File: config.mk
export PLATFORM = sky130hd
export DESIGN_NAME = video_stream_source
export DESIGN_NICKNAME = d
export VERILOG_FILES = /design/src/rtl/video_pkg.sv /design/src/rtl/video_pattern_gen.sv /design/src/rtl/video_stream_source.sv
export SDC_FILE = /design/constraint.sdc
export NUM_CORES = 1
export LEC_CHECK = 0
export ABC_CLOCK_PERIOD_IN_PS = 5200
export CORE_MARGIN = 4
export CORE_UTILIZATION = 30
export CTS_BUF_LIST = sky130_fd_sc_hd__clkbuf_8 sky130_fd_sc_hd__clkbuf_16
export CTS_CLUSTER_SIZE = 8
export DETAILED_ROUTE_END_ITERATION = 8
export HOLD_SLACK_MARGIN = 0.02
export PLACE_DENSITY = 0.6
export SETUP_SLACK_MARGIN = 0.4
export SLEW_MARGIN = 10
export SYNTH_ARGS = -nofsm -noshare
export SYNTH_HDL_FRONTEND = slang
export SYNTH_HIERARCHICAL = 1
export SYNTH_SLANG_ARGS = --single-unit
File: constraint.sdc
create_clock -name m_axis_vid_aclk -period 5.2 [get_ports m_axis_vid_aclk]
set_input_delay 1.56 -clock m_axis_vid_aclk [delete_from_list [all_inputs] [get_ports m_axis_vid_aclk]]
set_output_delay 1.56 -clock m_axis_vid_aclk [all_outputs]
set_load 0.03 [all_outputs]
File: src/rtl/video_pkg.sv
// Shared video constants: pattern codes, source FSM encoding, and the colour-mode /
// operation codes the scanout stage also decodes.
package video_pkg;

    localparam logic [1:0] PAT_SOLID = 2'd0;
    localparam logic [1:0] PAT_GRAD  = 2'd1;
    localparam logic [1:0] PAT_CHECK = 2'd2;
    localparam logic [1:0] PAT_BARS  = 2'd3;

    localparam logic [1:0] ST_IDLE   = 2'd0;
    localparam logic [1:0] ST_STREAM = 2'd1;
    localparam logic [1:0] ST_DONE   = 2'd2;

    localparam logic [1:0] CMODE_RGB888 = 2'd0;
    localparam logic [1:0] CMODE_RGB565 = 2'd1;
    localparam logic [1:0] CMODE_YUV422 = 2'd2;
    localparam logic [1:0] CMODE_MONO8  = 2'd3;

    localparam logic [1:0] OP_PASS    = 2'd0;
    localparam logic [1:0] OP_OVERLAY = 2'd1;
    localparam logic [1:0] OP_BLEND   = 2'd2;
    localparam logic [1:0] OP_FILL    = 2'd3;

endpackage

File: src/rtl/video_pattern_gen.sv
// Combinational test-pattern word generator; maps word coordinates and pattern
// select to one 32-bit packed pixel group. Also used by the scanout test overlay.
module video_pattern_gen
    import video_pkg::*;
#(
    parameter int BAR_SHIFT   = 4,
    parameter int CHECK_SHIFT = 3
) (
    input  logic [15:0] x,
    input  logic [15:0] y,
    input  logic [1:0]  pattern,
    input  logic [31:0] solid_color,
    output logic [31:0] word
);

    logic [2:0] bar;
    logic       unused_ok;

    assign bar       = x[BAR_SHIFT+2:BAR_SHIFT];
    assign unused_ok = ^{x[15:8], y[15:8]};

    // Bars are BGR byte order: blue lands in [23:16].
    always_comb begin
        word = solid_color;
        case (pattern)
            PAT_GRAD:  word = {8'h00, x[7:0], y[7:0], x[7:0] ^ y[7:0]};
            PAT_CHECK: word = (x[CHECK_SHIFT] ^ y[CHECK_SHIFT]) ? 32'hFFFF_FFFF : 32'h0;
            PAT_BARS:  word = {8'h00, {8{bar[2]}}, {8{bar[1]}}, {8{bar[0]}}};
            default:   word = solid_color;
        endcase
    end

endmodule

File: src/rtl/video_stream_source.sv
// AXI4-Stream raster video source: on a frame request, streams W x H pattern words
// with tuser on the first word of the frame and tlast on the last word of each line.
module video_stream_source
    import video_pkg::*;
#(
    parameter int          BAR_SHIFT   = 4,
    parameter int          CHECK_SHIFT = 3,
    parameter logic [31:0] FILL_COLOR  = 32'h00FF00FF
) (
    input  logic        m_axis_vid_aclk,
    input  logic        aresetn,
    input  logic        enable,
    input  logic        frame_req,
    input  logic [15:0] cfg_width,
    input  logic [15:0] cfg_height,
    input  logic [1:0]  cfg_pattern,
    input  logic [31:0] cfg_color,
    input  logic        cfg_color_we,
    output logic [31:0] m_axis_vid_tdata,
    output logic        m_axis_vid_tvalid,
    input  logic        m_axis_vid_tready,
    output logic        m_axis_vid_tlast,
    output logic        m_axis_vid_tuser,
    output logic        frame_done,
    output logic [15:0] frame_count,
    output logic        busy,
    output logic        req_dropped
);

    logic [1:0]  state;
    logic [15:0] x, y;
    logic [15:0] w_q, h_q;
    logic [1:0]  pat_q;
    logic [31:0] solid_color;

    logic        start, xfer, x_end, last;
    logic [15:0] x_nxt, y_nxt;
    logic [1:0]  pat_sel;
    logic [31:0] color_nxt, word_nxt;

    assign start = (state == ST_IDLE) && enable && frame_req &&
                   (cfg_width != 16'd0) && (cfg_height != 16'd0);
    assign xfer  = (state == ST_STREAM) && m_axis_vid_tvalid && m_axis_vid_tready;
    assign x_end = (x == w_q - 16'd1);
    assign last  = x_end && (y == h_q - 16'd1);
    assign busy  = (state != ST_IDLE);

    always_comb begin
        x_nxt = x + 16'd1;
        y_nxt = y;
        if (start) begin
            x_nxt = 16'd0;
            y_nxt = 16'd0;
        end else if (x_end) begin
            x_nxt = 16'd0;
            y_nxt = y + 16'd1;
        end
    end

    // The first word is built before the shadow registers load, so it uses the live config.
    assign pat_sel   = start ? cfg_pattern : pat_q;
    assign color_nxt = cfg_color_we ? cfg_color : solid_color;

    video_pattern_gen #(
        .BAR_SHIFT  (BAR_SHIFT),
        .CHECK_SHIFT(CHECK_SHIFT)
    ) u_pattern_gen (
        .x          (x_nxt),
        .y          (y_nxt),
        .pattern    (pat_sel),
        .solid_color(color_nxt),
        .word       (word_nxt)
    );

    always_ff @(posedge m_axis_vid_aclk or negedge aresetn) begin
        if (!aresetn) begin
            state             <= ST_IDLE;
            x                 <= 16'd0;
            y                 <= 16'd0;
            w_q               <= 16'd0;
            h_q               <= 16'd0;
            pat_q             <= PAT_SOLID;
            solid_color       <= FILL_COLOR;
            m_axis_vid_tdata  <= 32'h0;
            m_axis_vid_tvalid <= 1'b0;
            m_axis_vid_tlast  <= 1'b0;
            m_axis_vid_tuser  <= 1'b0;
            frame_done        <= 1'b0;
            frame_count       <= 16'd0;
            req_dropped       <= 1'b0;
        end else begin
            frame_done <= 1'b0;
            if (cfg_color_we)
                solid_color <= cfg_color;
            if (frame_req && state != ST_IDLE)
                req_dropped <= 1'b1;

            case (state)
                ST_IDLE: begin
                    if (start) begin
                        state             <= ST_STREAM;
                        w_q               <= cfg_width;
                        h_q               <= cfg_height;
                        pat_q             <= cfg_pattern;
                        x                 <= 16'd0;
                        y                 <= 16'd0;
                        m_axis_vid_tdata  <= word_nxt;
                        m_axis_vid_tvalid <= 1'b1;
                        m_axis_vid_tuser  <= 1'b1;
                        m_axis_vid_tlast  <= (cfg_width == 16'd1);
                    end
                end
                ST_STREAM: begin
                    // Without a transfer every output register holds, keeping stalls stable.
                    if (xfer) begin
                        if (last) begin
                            state             <= ST_DONE;
                            m_axis_vid_tdata  <= 32'h0;
                            m_axis_vid_tvalid <= 1'b0;
                            m_axis_vid_tlast  <= 1'b0;
                            m_axis_vid_tuser  <= 1'b0;
                            frame_done        <= 1'b1;
                            frame_count       <= frame_count + 16'd1;
                        end else begin
                            x                <= x_nxt;
                            y                <= y_nxt;
                            m_axis_vid_tdata <= word_nxt;
                            m_axis_vid_tuser <= 1'b0;
                            m_axis_vid_tlast <= (x_nxt == w_q - 16'd1);
                        end
                    end
                end
                ST_DONE: state <= ST_IDLE;
                default: state <= ST_IDLE;
            endcase
        end
    end

endmodule

### After elaboration in Yosys (flattened, before gate mapping)

Cells that the tools add are included.

| word-level totals | value |
|---|---|
| bits in registers | 153 |
| bits in latches | 0 |
| memory bits (writable) | 0 |
| ROM bits | 0 |
| input port bits | 72 |
| output and inout port bits | 54 |
| word-level logic and storage cells | 91 |
| memories | 0 |

| cells by class | value |
|---|---|
| add/subtract/negate cells | 5 |
| $mul | 0 |
| divide/modulo/power cells | 0 |
| $lt $le $gt $ge | 0 |
| equal/unequal tests | 13 |
| shift-type cells | 0 |
| mux-type cells | 36 |
| bitwise logic cells | 2 |
| reduce and logical (&&, ||, !) cells | 20 |

Operator list:

| kind | number |
|---|---|
| $mux W32 | 5 |
| $mux W16 | 9 |
| $pmux W32 S3 | 1 |
| $pmux W16 S2 | 2 |
| $pmux W32 S2 | 1 |
| $add A16 B1 Y16 const B | 3 |
| $eq A16 B16 Y1 | 3 |
| $reduce_bool A16 Y1 | 2 |
| $sub A16 B1 Y16 const B | 2 |
| $eq A16 B1 Y1 const B | 1 |
| $mux W1 | 10 |
| $reduce_and A3 Y1 | 3 |
| $logic_and A1 B1 Y1 | 8 |
| $mux W2 | 4 |
| $ne A2 B2 Y1 const B | 4 |
| $reduce_and A4 Y1 | 2 |
| $xor A8 B8 Y8 | 1 |
| $pmux W1 S2 | 3 |
| $reduce_and A5 Y1 | 1 |
| $eq A2 B1 Y1 const B | 2 |
| $eq A2 B2 Y1 const B | 2 |
| $pmux W2 S2 | 1 |
| $reduce_bool A2 Y1 | 2 |
| $ne A3 B3 Y1 const B | 1 |
| 3 further kinds | 3 |

### Longest topological paths before layout

Gate-level depths: netlist of the first run.

| logic depth | value |
|---|---|
| depth in word-level cells | 12 |
| depth in mapped cells | 19 |
| depth with buffers taken out | 16 |

### By module

Netlist of the first run, hierarchy kept.

Modules (own cells, without submodules):

| module | instances | cells an instance | area each (um^2) | sequential area each (um^2) |
|---|---|---|---|---|
| video_stream_source | 1 | 985 | 8918.6 | 3848.7 |
| video_pattern_gen | 1 | 82 | 559.3 | 0.0 |

### Least setup slack after synthesis of the first run

No wires, ideal clock.

| timing path | value |
|---|---|
| kind | input port to flip-flop |
| start point | input port cfg_width[5] |
| end point | register m_axis_vid_tdata[22] |
| library setup time | 0.133 ns |
| arrival | 4.427 ns |
| data required time | 5.067 ns |
| setup slack | 0.640 ns |
| stages | 15 |
| path buffers | 5 |
| cell sequence | nor4_1 -> nand4_1 -> o211ai_1 -> clkbuf_1 -> clkbuf_1 -> buf_1 -> nand2_1 -> nand2_1 -> buf_2 -> nand2b_1 -> nor2b_1 -> buf_4 -> a221o_1 -> nand2_1 -> o21ai_0 |

| on the way | value |
|---|---|
| elaborated cells between the ends (all ways) | 18 |
| those cells by class | eq/ne (4); mux (9); bitwise (1); reduce/logical (4) |

RTL lines:

| what | RTL line | RTL |
|---|---|---|
| from (decl) | video_stream_source.sv:14 | `input logic [15:0] cfg_width,` |
| $reduce_bool A16 Y1 (*) | video_stream_source.sv:42 | `(cfg_width != 16'd0) && (cfg_height != 16'd0);` |
| $logic_and A1 B1 Y1 (*) | video_stream_source.sv:41 | `assign start = (state == ST_IDLE) && enable && frame_req &&` |
| $logic_and A1 B1 Y1 (*) | video_stream_source.sv:42 |  |
| $mux W2 (*) | -- |  |
| net pat_sel[0] | video_stream_source.sv:38 | `logic [1:0] pat_sel;` |
| $eq A2 B2 Y1 / $eq A2 B1 Y1 (equally long branches) | video_pattern_gen.sv:25 | `case (pattern)` |
| $pmux W32 S3 (*) | video_pattern_gen.sv:25 |  |
| net word_nxt[22] | video_stream_source.sv:39 | `logic [31:0] color_nxt, word_nxt;` |
| $mux W32 | video_stream_source.sv:116 | `if (last) begin` |
| $mux W32 | video_stream_source.sv:115 | `if (xfer) begin` |
| $pmux W32 S2 (*) | video_stream_source.sv:98 | `case (state)` |
| to (signal assigned) | video_stream_source.sv:107 | `m_axis_vid_tdata <= word_nxt;` |
| to (signal assigned) | video_stream_source.sv:127 | `m_axis_vid_tdata <= word_nxt;` |
| to (decl) | video_stream_source.sv:19 | `output logic [31:0] m_axis_vid_tdata,` |

The timed path passes the listed nets; every way through them passes the cells marked *. The select of a mux whose other input is x is not followed.
A chain may end at the register's enable or synchronous reset.

### Worst setup path in the final report of the first run

| timing path | value |
|---|---|
| start point | register w_q[0] |
| end point | register m_axis_vid_tdata[15] |

| on the way | value |
|---|---|
| word-level cells in the longest chain between the ends | 10 |
| elaborated cells between the ends (all ways) | 14 |
| those cells by class | add/sub (1); eq/ne (1); mux (10); bitwise (1); reduce/logical (1) |

Ends and longest elaborated chain:

| what | RTL line | RTL |
|---|---|---|
| from (decl) | video_stream_source.sv:32 | `logic [15:0] w_q, h_q;` |
| from (signal assigned) | video_stream_source.sv:102 | `w_q <= cfg_width;` |
| $sub A16 B1 Y16 (*) | video_stream_source.sv:44 | `assign x_end = (x == w_q - 16'd1);` |
| $eq A16 B16 Y1 (*) | video_stream_source.sv:44 |  |
| $mux W16 (*) | video_stream_source.sv:54 | `end else if (x_end) begin` |
| $mux W16 (*) | video_stream_source.sv:51 | `if (start) begin` |
| net y_nxt[3] | video_stream_source.sv:37 | `logic [15:0] x_nxt, y_nxt;` |
| $xor A1 B1 Y1 (*) | video_pattern_gen.sv:27 | `PAT_CHECK: word = (x[CHECK_SHIFT] ^ y[CHECK_SHIFT]) ? 32'hFFFF_FFFF : 32'h0;` |
| $mux W32 (*) | video_pattern_gen.sv:27 |  |
| $pmux W32 S3 (*) | video_pattern_gen.sv:25 |  |
| net word_nxt[15] | video_stream_source.sv:39 |  |
| $mux W32 | video_stream_source.sv:116 |  |
| $mux W32 | video_stream_source.sv:115 |  |
| $pmux W32 S2 (*) | video_stream_source.sv:98 |  |

Marked as above.

==> flow_summary.yaml, run 1 <==
timing:
  worst_slack_ns: 0.757
  rsz0062_at_grt: "false"
  report.final.setup_viol: 0
  fin_crit_sh: 0.854
  fin_crit_ns: 4.44
  tightest_slew_ns: 0.814
  slew_headroom: 0.457
  skew_ns: 0.0115
  finalHoldViolCount: 0
  fmaxAchievable_ghz: 0.225
  fin_setup_tns_ns: 0
  drv_slew: 0
clock_network:
  clk_latency_ns: 0.44
  numCtsBuffers: 17
  max-clock-path-buffers: 2
  htree_num_levels: 4
  hold_buffers: 0
  clk_pin_slew_ns: 0.07
  cts_tree: "done"
  clock-root-buffer: "clkbuf_16"
  cts.sinks: 153
placement:
  place_congestion: 0.908
  dp_hpwl_um: 21100
  place_ws_ns: 0.442
  placed_cells: 1533
  port_buffers: 125
setup_path:
  required_ns: 5.55
  arrival_ns: 4.80
  crit_path_max_fanout: 8
  reg2reg_to: "m_axis_vid_tdata[15]"
  timing_worst_setup_path_type: "register to register"
  r2r_start: "w_q[0]"
  endpoint_kind: "register"
  startpoint_type: "register"
  r2r_setup_slack_ns: 0.76
  startpoint: "w_q[0]"
  reg2reg_depth: 16
finish:
  layout_commonest_cell: "nand2_1"
  final_core_util: 0.381
  areaGrowthSynthToFinish_pct: 24.3
  final_layout_size_suffix_gt1_frac: 0.120
  nets: 1233
  most-common-layout-cells: "nand2_1 (222), dfrtp_1 (137), clkdlybuf4s50_1 (124)"
  fillerInstances: 3172
  regArea_um2: 3850
  multi_input_comb_area_um2: 5230
  layout.cells.non_filler: 1566
yosys:
  synth_cells: 1055
  ys_warn_count: 6
  synth_area_per_cell_um2: 8.93
  syn_area_um2: 9420
  synth_nets: 1132
route:
  routed_wl_um: 28500
  drt-initial-drc-count: 543
  vias_per_cell: 5.17
  vias: 8102
  ant_nets: 0
  drc_errors: 0
  wl_per_cell_um: 18.2
  dr.pass1.iters: 5
hold_path:
  min_path_cells: 1
  hold_class: "register to register"
  min-delay-start: "req_dropped"
  hold_path_end: "req_dropped"
global_routing:
  antenna_found_initial: 1
  grt_util_all_layers: 0.166
  gr-total-overflow: 0
  grt_pass1_wl_um: 45000
  grt_max_degree: 84
  grt_pass1_vias: 8072
power_and_ir_drop:
  peakVddDrop_mv: 0.196
  total_power_mw: 5.76
  p_leak_nw: 5.02
  cellPowerDensity_nw_per_um2: 492
die:
  die_x_um: 185
  die_area_um2: 34300
  die-height_um: 185
  pin_count: 126
  start_util: 0.306
  rows: 64
  core_um2: 30700
run_status:
  status: "finished, final reports clean"
job:
  maxCapViolations: 0
[cell type report]
type                       instances  share of cell area
clock inverter                    15              0.0167
inverter                          14             0.00470
tap                              396              0.0423
multi-input combinational        819               0.446
clock buffer                      17              0.0363
antenna                            1            0.000214
sequential                       153               0.329
timing repair buffer             151               0.125
[routing by layer]
layer / up-vias / global-route usage / part of all wire
li1: 3912 / - / -
met1: 3931 / 0.227 / 0.45
met2: 214 / 0.265 / 0.48
met3: 45 / 0.0289 / 0.046
met4: 0 / 0.0602 / 0.025
met5: - / 0 / 0
[critical path, stage by stage, from the launching register on]
cell and delay [ns]:
dfrtp_1 0.48, inv_1 0.20, ha_1 0.29, or3b_4 0.45, nor3_2 0.20, o2bb2ai_1 0.20, o211ai_1 0.21, or4b_4 0.62
nor2_1 0.18, nand3_1 0.11, xor2_1 0.19, nor2_2 0.23, xor2_2 0.30, o22ai_2 0.24, a21oi_1 0.22, nand2_1 0.07
o21ai_0 0.15
[stage by stage]
step	area (um^2)	hold WS [ns]
after global placement	11100	0.442
after CTS	11700	0.463
after detailed placement	11100	0.448
after global routing	11700	0.498
after floorplan	9420	0.439
final	11700	0.459
[how the worst max path moves through the flow]
stage                      endpoint  slack (ns)  cells past startpoint
6_report       m_axis_vid_tdata[15]        0.76                     16
5_1_grt        m_axis_vid_tdata[15]        0.43                     16
4_1_cts         m_axis_vid_tdata[1]        0.64                     16
3_5_place_dp    m_axis_vid_tdata[1]        0.44                     12
3_3_place_gp    m_axis_vid_tdata[7]        0.54                     11
2_1_floorplan  m_axis_vid_tdata[22]        0.64                     15
[flip-flops by register name, summed over array words and instances, names as in the netlist, 2 cells and up]
name,cells
solid_color,32
x,16
h_q,16
frame_count,16
w_q,16
pat_q,2
m_axis_vid_tdata,32
state,2
y,16
[report_power, final]
group          switching, mW  internal [mW]
sequential             0.372           1.48
combinational           1.48           1.09
clock                  0.600          0.738
total                   2.46           3.30
[timing repair]
| action | CTS | global route |
|---|---|---|
| setup endpoints to repair | 0 | 32 |
| gates resized for setup | 0 | 5 |
| setup buffers | 0 | 0 |
No activity file was read; power rests on OpenSTA's default activity.
==> run 2, diff against run 1 <==
SYNTH_HIERARCHICAL = unset   (was 1)
==> flow_summary.yaml, run 2 <==
setup_path:
  cpMaxStageDelayCell: "nor2_1"
  cpPeakStageDelay_ns: 0.75
  cp_cell_sequence: "clkdlybuf4s50_1 -> nor4_1 -> nand4_1 -> o211a_2 -> nand2_1 -> o21ai_0 -> nor2_1 -> a311o_1 -> a21oi_1 -> o31ai_1"
  reg2reg_depth: 12
  crit_path_max_fanout: 14
  crit_buf_inv: 1
  required_ns: 5.53
  worstSetupPathDepth: 10
  endpoint_kind: "register"
  arrival_ns: 4.87
  startpoint_type: "input pin"
  timing_worst_setup_path_type: "input pin to register"
  crit_family: "simple AND/OR/NAND/NOR gates"
placement:
  port_buffers: 125
  dp_hpwl_um: 20600
  placed_cells: 1516
  place_congestion: 0.868
  dpl_cell_area_um2: 10800
yosys:
  synth-edff-count: 0
  synth_area_per_cell_um2: 8.81
  syn_area_um2: 9250
  yosysTopAreaCell: "dfrtp_1"
  ys_seq_area_frac: 0.416
  ys_warn_count: 0
  synth_nets: 1127
  synth_top_flop_cell: "dfrtp_1"
  synth_most_common_cell: "nand2_1"
  synth.distinct_cells: 76
  synth_cells: 1050
  synth_top_area_frac: 0.371
  netlist_top_cells_count: "nand2_1 (188), dfrtp_1 (137), nor2_1 (74)"
  yosys-top-cells-area: "dfrtp_1 (37%), nand2_1 (7.6%), xnor2_1 (5.5%), dfstp_2 (4.5%), mux2_2 (4.0%)"
  ys_async_sr_fraction: 1.00
  synth_seq_cells: 153
clock_network:
  clk_latency_ns: 0.43
  cts_resized: 0
  clock-root-buffer: "clkbuf_16"
  cts_tree: "done"
  htree_num_levels: 4
  clk_pin_slew_ns: 0.07
  hold_buffers: 0
  max-clock-path-buffers: 2
  post-cts-setup-buffers: 0
  cts.sinks: 153
  numCtsBuffers: 17
route:
  wl_met1_um: 13800
  vias_per_cell: 5.27
  drc_errors: 0
  drt-initial-drc-count: 565
  highest_layer: "met4"
  wl_met3_um: 1740
  ant_nets: 0
  vias: 8161
  dr.pass1.iters: 7
  routed_wl_um: 28000
  wl_per_cell_um: 18.1
  wl_met2_um: 11800
finish:
  diodes: 0
  final_cell_area_um2: 11400
  areaGrowthSynthToFinish_pct: 23.3
  final_layout_size_suffix_gt1_frac: 0.105
  most-common-layout-cells: "nand2_1 (188), dfrtp_1 (137), clkdlybuf4s50_1 (124)"
  largestRegisters: "m_axis_vid_tdata: 32 flops, solid_color: 32 flops"
  nets: 1216
  layout_commonest_cell: "nand2_1"
  layout.cells.non_filler: 1548
global_routing:
  grt_pass1_vias: 7778
  antenna_found_initial: 0
  gr-total-overflow: 0
  grt_util_all_layers: 0.163
  grt_max_degree: 88
  grt_pass1_wl_um: 44100
job:
  maxCapViolations: 0
power_and_ir_drop:
  seqPwrFrac: 0.330
  p_sw_mw: 2.46
  p_int_mw: 3.09
  cellPowerDensity_nw_per_um2: 486
  p_leak_nw: 4.70
  peakVddDrop_mv: 0.204
  pwr-share-clk: 0.217
  p_comb_frac: 0.452
  total_power_mw: 5.55
  p_sw_frac: 0.443
timing:
  slew_headroom: 0.354
  rsz0062_at_grt: "false"
  skew_ns: 0.0195
  tightest_slew_ns: 0.965
  drv_slew: 0
  fin_crit_ns: 4.54
  fin_setup_tns_ns: 0
  fin_crit_sh: 0.873
  fmaxAchievable_ghz: 0.220
  finalHoldViolCount: 0
  report.final.setup_viol: 0
die:
  die-height_um: 184
  die_x_um: 184
  die_area_um2: 33700
  rows: 64
  pin_count: 126
  core_um2: 30500
  start_util: 0.303
hold_path:
  hold_class: "register to register"
  min_path_cells: 1
run_status:
  status: "finished, final reports clean"
==> run 2: stage by stage <==
step | util | hold slack (ns) | worst slack (ns)
4_1_cts | 0.374 | 0.464 | 0.707
3_5_place_dp | 0.356 | 0.448 | 0.258
3_3_place_gp | 0.356 | 0.446 | 0.369
5_1_grt | 0.374 | 0.487 | 0.429
6_report | 0.374 | 0.459 | 0.660
2_1_floorplan | - | 0.465 | 1.51
==> run 2: area by class of cell <==
cell class | instances | area (um^2)
clock buffer | 17 | 425
clock inverter | 15 | 133
fill | 3064 | 19100
inverter | 24 | 90.1
multi-input combinational | 801 | 5010
sequential | 153 | 3850
tap | 396 | 495
timing repair buffer | 142 | 1410
==> run 2: layer usage <==
metal | vias to the layer above | track usage
met5 | - | 0
met4 | 0 | 0.0489
met3 | 38 | 0.0317
met2 | 263 | 0.235
met1 | 3968 | 0.245
li1 | 3892 | -
==> run 2: power by group through the flow <==
stage | Clock, mW | Combinational [mW] | Sequential (mW)
6_report | 1.21 | 2.51 | 1.83
5_1_grt | 1.30 | 2.75 | 1.88
4_1_cts | 1.24 | 2.51 | 1.83
3_5_place_dp | 0 | 2.50 | 1.85
3_3_place_gp | 0 | 2.46 | 1.85
2_1_floorplan | 0 | 1.69 | 1.84
==> run 2: cell families (layout without fill, tap and decap cells) <==
kind of cell	count (synthesis)	in the layout	synth area share
AO/OA/AOI/OAI	203	203	0.144
XOR/XNOR	97	97	0.0981
adder cells (fa/ha/maj)	5	5	0.00676
buffers and inverters	96	198	0.0434
flip-flops	153	153	0.416
multiplexers	39	39	0.0467
AND/OR/NAND/NOR	457	457	0.245
==> run 2: final timing paths <==
path | start | to | slack, ns
worst max-delay path | cfg_height[10] | m_axis_vid_tdata[10] | 0.66
worst min-delay path | req_dropped | req_dropped | 0.46
worst max register to register | h_q[0] | y[15] | 0.91
worst min register to register | req_dropped | req_dropped | 0.46
max in group asynchronous | aresetn | solid_color[1] | 2.99
min in group asynchronous | aresetn | solid_color[11] | 1.19
==> run 3, diff against run 2 <==
ABC_CLOCK_PERIOD_IN_PS = unset   (was 5200)
==> results of run 3 <==
Same layout as run 2: the final DEF is identical, and so are final timing and power.
